[src/rtl/uart_sync_fifo_if.sv]
// rtl/uart_sync_fifo_if.sv - host/shifter-side bundle for the UART buffering FIFO
interface uart_sync_fifo_if #(
    parameter int WIDTH = 8,
    parameter int DEPTH = 16
);
    logic                     w_e;
    logic                     r_e;
    logic                     clr_err;
    logic [WIDTH-1:0]         data_in;
    logic [WIDTH-1:0]         data_out;
    logic                     empty;
    logic                     full;
    logic                     almost_full;
    logic                     almost_empty;
    logic [$clog2(DEPTH):0]   count;
    logic                     overflow;
    logic                     underflow;

    modport master (
        output w_e, r_e, clr_err, data_in,
        input  data_out, empty, full, almost_full, almost_empty, count, overflow, underflow
    );

    modport slave (
        input  w_e, r_e, clr_err, data_in,
        output data_out, empty, full, almost_full, almost_empty, count, overflow, underflow
    );
endinterface

[src/rtl/uart_sync_fifo.sv]
// rtl/uart_sync_fifo.sv - single-clock FIFO with occupancy thresholds, sticky errors, optional FWFT
module uart_sync_fifo #(
    parameter int WIDTH    = 8,
    parameter int DEPTH    = 16,
    parameter int AF_LEVEL = 12,
    parameter int AE_LEVEL = 2,
    parameter int FWFT     = 0
) (
    input logic             clk,
    input logic             rst,
    uart_sync_fifo_if.slave bus
);
    localparam int AW = $clog2(DEPTH);
    localparam int PW = AW + 1;
    localparam logic [PW-1:0] AF_THR = PW'(AF_LEVEL);
    localparam logic [PW-1:0] AE_THR = PW'(AE_LEVEL);

    logic [WIDTH-1:0] mem [DEPTH];
    logic [PW-1:0]    w_ptr;
    logic [PW-1:0]    r_ptr;
    logic [PW-1:0]    occ;
    logic             is_empty;
    logic             is_full;
    logic             rd_ok;
    logic             wr_ok;
    logic             ovf_q;
    logic             unf_q;

    // Extra pointer bit distinguishes full from empty so all DEPTH slots are usable.
    assign is_empty = (w_ptr == r_ptr);
    assign is_full  = (w_ptr[AW] != r_ptr[AW]) && (w_ptr[AW-1:0] == r_ptr[AW-1:0]);
    assign occ      = w_ptr - r_ptr;

    assign rd_ok = bus.r_e && !is_empty;
    assign wr_ok = bus.w_e && (!is_full || rd_ok);

    always_ff @(posedge clk) begin
        if (wr_ok) begin
            mem[w_ptr[AW-1:0]] <= bus.data_in;
        end
    end

    always_ff @(posedge clk) begin
        if (!rst) begin
            w_ptr <= '0;
            r_ptr <= '0;
        end else begin
            if (wr_ok) begin
                w_ptr <= w_ptr + 1'b1;
            end
            if (rd_ok) begin
                r_ptr <= r_ptr + 1'b1;
            end
        end
    end

    // A new error in the same cycle as clr_err must not be lost.
    always_ff @(posedge clk) begin
        if (!rst) begin
            ovf_q <= 1'b0;
            unf_q <= 1'b0;
        end else begin
            if (bus.w_e && !wr_ok) begin
                ovf_q <= 1'b1;
            end else if (bus.clr_err) begin
                ovf_q <= 1'b0;
            end
            if (bus.r_e && is_empty) begin
                unf_q <= 1'b1;
            end else if (bus.clr_err) begin
                unf_q <= 1'b0;
            end
        end
    end

    generate
        if (FWFT != 0) begin : g_fwft
            assign bus.data_out = is_empty ? '0 : mem[r_ptr[AW-1:0]];
        end else begin : g_std
            logic [WIDTH-1:0] dout_q;
            always_ff @(posedge clk) begin
                if (!rst) begin
                    dout_q <= '0;
                end else if (rd_ok) begin
                    dout_q <= mem[r_ptr[AW-1:0]];
                end
            end
            assign bus.data_out = dout_q;
        end
    endgenerate

    assign bus.empty        = is_empty;
    assign bus.full         = is_full;
    assign bus.count        = occ;
    assign bus.almost_full  = (occ >= AF_THR);
    assign bus.almost_empty = (occ <= AE_THR);
    assign bus.overflow     = ovf_q;
    assign bus.underflow    = unf_q;
endmodule

[src/flat_wrapper.sv]
// flat-port wrapper written by rule: the top's interface ports become plain ports
module uart_sync_fifo_flat 
#(
    parameter int WIDTH    = 8,
    parameter int DEPTH    = 16,
    parameter int AF_LEVEL = 12,
    parameter int AE_LEVEL = 2,
    parameter int FWFT     = 0
)
  (clk, rst, bus_w_e, bus_r_e, bus_clr_err, bus_data_in, bus_data_out, bus_empty, bus_full, bus_almost_full, bus_almost_empty, bus_count, bus_overflow, bus_underflow);
  uart_sync_fifo_if #(.WIDTH(WIDTH), .DEPTH(DEPTH)) bus_i ();
  input logic clk;
  input logic rst;
  input wire logic [$bits(bus_i.w_e)-1:0] bus_w_e;
  input wire logic [$bits(bus_i.r_e)-1:0] bus_r_e;
  input wire logic [$bits(bus_i.clr_err)-1:0] bus_clr_err;
  input wire logic [$bits(bus_i.data_in)-1:0] bus_data_in;
  output wire logic [$bits(bus_i.data_out)-1:0] bus_data_out;
  output wire logic [$bits(bus_i.empty)-1:0] bus_empty;
  output wire logic [$bits(bus_i.full)-1:0] bus_full;
  output wire logic [$bits(bus_i.almost_full)-1:0] bus_almost_full;
  output wire logic [$bits(bus_i.almost_empty)-1:0] bus_almost_empty;
  output wire logic [$bits(bus_i.count)-1:0] bus_count;
  output wire logic [$bits(bus_i.overflow)-1:0] bus_overflow;
  output wire logic [$bits(bus_i.underflow)-1:0] bus_underflow;
  assign bus_i.w_e = bus_w_e;
  assign bus_i.r_e = bus_r_e;
  assign bus_i.clr_err = bus_clr_err;
  assign bus_i.data_in = bus_data_in;
  assign bus_data_out = bus_i.data_out;
  assign bus_empty = bus_i.empty;
  assign bus_full = bus_i.full;
  assign bus_almost_full = bus_i.almost_full;
  assign bus_almost_empty = bus_i.almost_empty;
  assign bus_count = bus_i.count;
  assign bus_overflow = bus_i.overflow;
  assign bus_underflow = bus_i.underflow;
  uart_sync_fifo #(.WIDTH(WIDTH), .DEPTH(DEPTH), .AF_LEVEL(AF_LEVEL), .AE_LEVEL(AE_LEVEL), .FWFT(FWFT)) u_core (.clk(clk), .rst(rst), .bus(bus_i));
endmodule
[config.mk]
export PLATFORM = sky130hd
export DESIGN_NAME = uart_sync_fifo_flat
export DESIGN_NICKNAME = d
export VERILOG_FILES = /design/src/rtl/uart_sync_fifo_if.sv /design/src/rtl/uart_sync_fifo.sv /design/src/flat_wrapper.sv
export SDC_FILE = /design/constraint.sdc
export NUM_CORES = 1
export LEC_CHECK = 0
export ABC_AREA = 0
export BUFFER_PORTS_ARGS = -buffer_cell sky130_fd_sc_hd__buf_2
export CAP_MARGIN = 20
export CORE_ASPECT_RATIO = 0.9
export CORE_MARGIN = 1.5
export CORE_UTILIZATION = 40
export DETAILED_ROUTE_END_ITERATION = 8
export PLACE_DENSITY_LB_ADDON = 0.08
export SETUP_SLACK_MARGIN = 0.5
export SLEW_MARGIN = 20
export SYNTH_ARGS = -nofsm -noshare
export SYNTH_HDL_FRONTEND = slang
export SYNTH_SLANG_ARGS = --single-unit
export TNS_END_PERCENT = 5
[constraint.sdc]
create_clock -name clk -period 7.45 [get_ports clk]
set_clock_uncertainty 0.2 [all_clocks]
set_input_delay 0.3725 -clock clk [delete_from_list [all_inputs] [get_ports clk]]
set_output_delay 0.3725 -clock clk [all_outputs]
set_load 0.005 [all_outputs]
==> results of run 1 <==
## cell usage in the layout (no fill, tap or decap), types with 2 or more instances in the layout
cell type | Yosys | routed
clkbuf_16 | 0 | 17
edfxtp_1 | 128 | 128
dfxtp_1 | 20 | 18
a21oi_1 | 20 | 20
nor2b_1 | 3 | 3
dfxtp_2 | 0 | 2
mux2i_1 | 32 | 32
nand2b_1 | 3 | 3
buf_4 | 3 | 4
clkinv_2 | 0 | 3
nand3_1 | 3 | 3
nor3_2 | 0 | 2
inv_1 | 8 | 8
and2_1 | 8 | 8
clkbuf_1 | 5 | 2
nand2_1 | 23 | 23
a21boi_1 | 2 | 2
nor3_1 | 12 | 10
a21o_1 | 3 | 3
bufinv_16 | 0 | 4
ha_1 | 9 | 9
clkinv_4 | 0 | 3
o22ai_1 | 16 | 16
o21ai_0 | 8 | 8
xnor2_1 | 10 | 10
xor2_1 | 2 | 2
nor2_1 | 15 | 15
buf_2 | 4 | 31
mux4_2 | 16 | 16
nand4_1 | 3 | 3
## path summary, 6_finish.rpt
path,from,end,slack [ns],cells after the start
worst max-delay path,u_core.r_ptr[0],bus_almost_empty,3.98,9
worst min-delay path,bus_clr_err,u_core.bus.overflow,0.04,3
worst max register to register,u_core.r_ptr[1],u_core.mem[14][0],4.10,7
worst min register to register,u_core.bus.overflow,u_core.bus.overflow,0.27,2
## metal layers
layer / part of all wire (%) / track usage [%]
met1: 47 / 25.4
met2: 46 / 26.9
met3: 5.9 / 4.26
met4: 1.7 / 6.94
met5: 0 / 0
## kinds of logic (layout without fill, tap and decap cells)
kind of cell	Yosys count	in the layout
compound gates	54	54
xor+xnor	13	13
fa+ha+maj	10	10
buf+inv	26	76
flops	148	148
mux	48	48
simple gates	73	73
## metrics by stage
stage          utilization (%)  cell area (um2)
6_report                  47.3             6960
4_1_cts                   47.2             6950
3_3_place_gp              43.0             6330
5_1_grt                   47.3             6960
3_5_place_dp              43.0             6330
2_1_floorplan                -             6010
## power by group
part / total [mW] / switching, mW / internal, mW / leakage (nW)
logic: 0.271 / 0.154 / 0.117 / 0.689
registers: 0.932 / 0.00882 / 0.923 / 1.32
clock network: 0.887 / 0.328 / 0.560 / 0.299
total: 2.09 / 0.490 / 1.60 / 2.31
## flip-flops by register name (all words and copies together), names as in the netlist
name                  flops
u_core.bus.overflow       1
u_core.mem              128
u_core.bus.data_out       8
u_core.r_ptr              5
u_core.bus.underflow      1
u_core.w_ptr              5
## critical path, cell delays in order (launching register included)
cell and delay, ns:
dfxtp_2 0.31, buf_4 0.55, ha_1 0.30, fa_1 0.21, inv_1 0.05, a21o_1 0.18, a21oi_1 0.18, xnor2_1 0.13
a2111oi_0 0.39, buf_2 0.18
## final cells by class
class	count	area, um2
multi-input combinational	198	1630
clock inverter	13	181
timing repair buffer	35	185
fill	1265	7760
clock buffer	19	433
inverter	9	33.8
sequential	148	4250
tap	198	248
==> results.toml, run 1 <==
[die]
die_w_um = 132
rows = 42
die-area_um2 = 15800
initial_utilization_pct = 40.8
ios = 32
core_area_um2 = 14700
die_h_um = 119

[sta]
relSlewSlack_pct = 33.9
worstMarginPinSlew_ns = 0.988
finalCritPeriodShare_pct = 46.6
slew_viol_final = 0
timing.hold.ws_ns = 0.0387
setup_viol = 0
setup_slack_ns = 3.98
fmax_mhz = 288
grt_setup_unrepaired = "false"
tns_ns = 0
period_minus_slack_ns = 3.47
hold_viol_final = 0

[detailed_routing]
finalWirelength_mm = 13.1
vias = 3194
first_pass_iters = 5
routedWlPerCell_um = 21.2
drc_errors = 0
antenna_left = 0
drtIter0Drc = 166
vias_per_cell = 5.15

[min_path]
hp-class = "input port to register"

[power]
p_per_area_nw_per_um2 = 300
finalPower_mw = 2.09
peakVddDrop_uv = 167
p_leak_nw = 2.31

[finish]
drive_above_1_share_pct = 20.9
area_delta_synth_final_pct = 15.8
stdcell_count = 620
nets = 432
antenna_cells = 0

[yosys]
yosys.area_share.simple_pct = 5.83
ys_ff_latch = 148
synth_area_leaders = "edfxtp_1, dfxtp_1, mux4_2"
synth-edff-count = 128
synth_compound_area_share_pct = 5.56
synthesis.nets = 395
async_reset_ff_share_pct = 0
synthMuxAreaShare_pct = 11.3
synthXorXnorAreaFrac_pct = 2.02
synth_area_leader_cell = "edfxtp_1"
synth.avg_cell_area_um2 = 16.1
syn_inst = 372
synth_most_common_cell = "edfxtp_1"
synthAdderAreaFrac_pct = 2.21
synthTopCellsByCount = "edfxtp_1, mux2i_1, nand2_1"
yosysWarnings = 0
synth_area_um2 = 6010
yosysSeqAreaShare_pct = 70.7
synth_top_flop_cell = "edfxtp_1"
synthDominantCellAreaShare_pct = 64.0
synth_cell_types = 37
synth_top_family_by_area = "multiplexers"

[global_routing]
grt_pass1_wl_mm = 19.9
antenna_found_initial = 0
grt_pass1_vias = 3204
grt-ovfl-total = 0
grt_usage_pct = 18.0
grt_max_degree = 39

[clock_tree]
htreeDepth = 4
cts_sinks = 148
cts_tree = "built"
holdBufCountCts = 0
postCtsResizedCells = 0
clk_latency_ns = 0.42
cts_buffer_depth = 2
root_buffer = "clkbuf_16"
cts_buffers = 17
clkTransAtPathRegs_ns = 0.06
post_cts_buffers = 0

[place]
place_ws_ns = 3.92
dp_cells = 588
place_hpwl_mm = 8.46
place.gp.congestion = 0.786
numPortBuffers = 31

[critical_path]
required_ns = 6.88
worstSetupPathType = "register to output port"
worstPathMaxFanout = 38
arrival_ns = 2.90
endpoint_kind = "output port"
start_kind = "register"

[job]
cap_violations = 0

[status]
status = "complete, no violations"
(Power assumes the default switching activity.)
==> run 2: changes to the inputs <==
==> constraint.sdc (replaced) <==
create_clock -name clk -period 3.4 [get_ports clk]
set_clock_uncertainty 0.2 [all_clocks]
set_input_delay 0.17 -clock clk [delete_from_list [all_inputs] [get_ports clk]]
set_output_delay 0.17 -clock clk [all_outputs]
set_load 0.005 [all_outputs]
==> run 2 against run 1 <==
Against the previous run:
- combinational power rose by 130%
- critical endpoint unchanged
- flip-flop and latch count did not move
- hold slack improved by 0.039 ns
- critical path type unchanged
- highest routed layer unchanged
- clock power rose by 110%
- sequential share of layout area fell by 1.7 points
- sequential power rose by 120%
- routed wire length fell by 1.4%
- core utilization rose by 1.4 points
- non-clock buffer count rose by 26
- global-route usage fell by 0.12 points
- clock-buffer cell count fell by 1
- largest power group unchanged
==> results.toml, run 2 (synthesis results as in run 1) <==
[status]
status = "complete, no violations"

[clock_tree]
cts_sinks = 148
clkTransAtPathRegs_ns = 0.06
htreeDepth = 4
cts_tree = "built"
cts_buffer_depth = 2
root_buffer = "clkbuf_16"
post_cts_buffers = 0
cts_buffers = 17
clk_latency_ns = 0.42

[critical_path]
required_ns = 3.03
endpoint_kind = "output port"
worstPathMaxFanout = 37
start_kind = "register"
worstSetupPathType = "register to output port"
arrival_ns = 2.34

[detailed_routing]
antenna_left = 0
routedWlPerCell_um = 20.0
first_pass_iters = 4
vias = 3304
drc_errors = 0
drtIter0Drc = 304
vias_per_cell = 5.11
finalWirelength_mm = 13.0

[sta]
worstMarginPinSlew_ns = 0.870
hold_viol_final = 0
setup_viol = 0
period_minus_slack_ns = 2.71
fmax_mhz = 369
finalCritPeriodShare_pct = 79.7
tns_ns = 0
relSlewSlack_pct = 41.8
grt_setup_unrepaired = "false"
slew_viol_final = 0

[power]
finalPower_mw = 4.49
p_sw_share_pct = 24.6
p_per_area_nw_per_um2 = 628
p_leak_nw = 2.41
power_frac_seq_pct = 45.4
p_switching_mw = 1.11
peakVddDrop_uv = 453
clockPowerShare_pct = 40.8
combPwrFrac_pct = 13.8
internal-power_mw = 3.39

[global_routing]
met2_usage_pct = 25.9
grt_most_used_layer = "met2"
use_met3_pct = 5.79
grtUsageMet1_pct = 25.4
grt_usage_pct = 17.8
grt_max_degree = 38
grt_pass1_vias = 3217
grt-ovfl-total = 0
antenna_found_initial = 0
grt_pass1_wl_mm = 19.8

[finish]
final_common_cell = "edfxtp_1"
area_delta_synth_final_pct = 19.1
drive_above_1_share_pct = 22.8
final_area_um2 = 7160
most-common-layout-cells = "edfxtp_1, mux2i_1, buf_2"
largest_register_ffs = 128
antenna_cells = 0
nets = 458

[die]
initial_utilization_pct = 40.8
ios = 32
die-area_um2 = 15800
core_area_um2 = 14700
rows = 42
die_h_um = 119
die_w_um = 132

[min_path]
hp-class = "input port to register"

[place]
postPlaceCellArea_um2 = 6430
place.gp.congestion = 0.800
numPortBuffers = 31
place_hpwl_mm = 8.28

[job]
cap_violations = 0
run 2: final cells by class:
cell class,instances,area [um2]
multi-input combinational,198,1630
fill,1273,7560
sequential,148,4250
clock inverter,14,153
clock buffer,18,429
timing repair buffer,61,419
inverter,9,33.8
tap,198,248
run 2: power groups by stage:
stage / Sequential [mW] / Combinational (mW) / Clock, mW
after floorplan: 2.08 / 0.414 / 0
after global placement: 2.08 / 0.609 / 0
after detailed placement: 2.08 / 0.607 / 0
after CTS: 2.04 / 0.625 / 1.87
after global routing: 2.05 / 0.682 / 1.95
final: 2.04 / 0.618 / 1.83
run 2: critical path: stages (launching register included):
cell,delay (ns)
dfxtp_2,0.32
clkbuf_8,0.27
fa_1,0.51
inv_1,0.07
a21o_1,0.11
a21oi_1,0.08
xnor2_1,0.17
a2111oi_2,0.21
buf_2,0.16
run 2: what timing repair did:
item / in CTS / in global routing
hold buffers: 13 / 0
pin swaps: 1 / 0
endpoints found under the hold margin: 147 / 0
setup endpoints to repair: 1 / 1
resized for setup: 2 / 3
run 2: final timing paths:
check             cells past startpoint  slack, ns                   start                      to
hold reg to reg                       2       0.35  u_core.bus.data_out[4]  u_core.bus.data_out[4]
setup reg to reg                      5       0.76         u_core.w_ptr[3]        u_core.mem[8][7]
hold / removal                        4       0.08                 bus_w_e         u_core.w_ptr[2]
setup / recovery                      8       0.69         u_core.r_ptr[1]        bus_almost_empty
run 2: metal layers:
layer / vias to the layer above / share of wire, %
met1: 1638 / 48
met5: - / 0
met4: 0 / 1.3
met3: 15 / 6.4
li1: 1554 / -
met2: 97 / 45
run 2: through the flow:
stage | util (%) | hold slack, ns | setup WS, ns | instances
2_1_floorplan | - | 0.0689 | 0.521 | 372
3_3_place_gp | 43.7 | 0.256 | 0.828 | 601
3_5_place_dp | 43.7 | 0.260 | 0.753 | 601
4_1_cts | 48.6 | 0.0532 | 0.538 | 646
5_1_grt | 48.6 | 0.0831 | 0.503 | 646
6_report | 48.6 | 0.0777 | 0.690 | 646
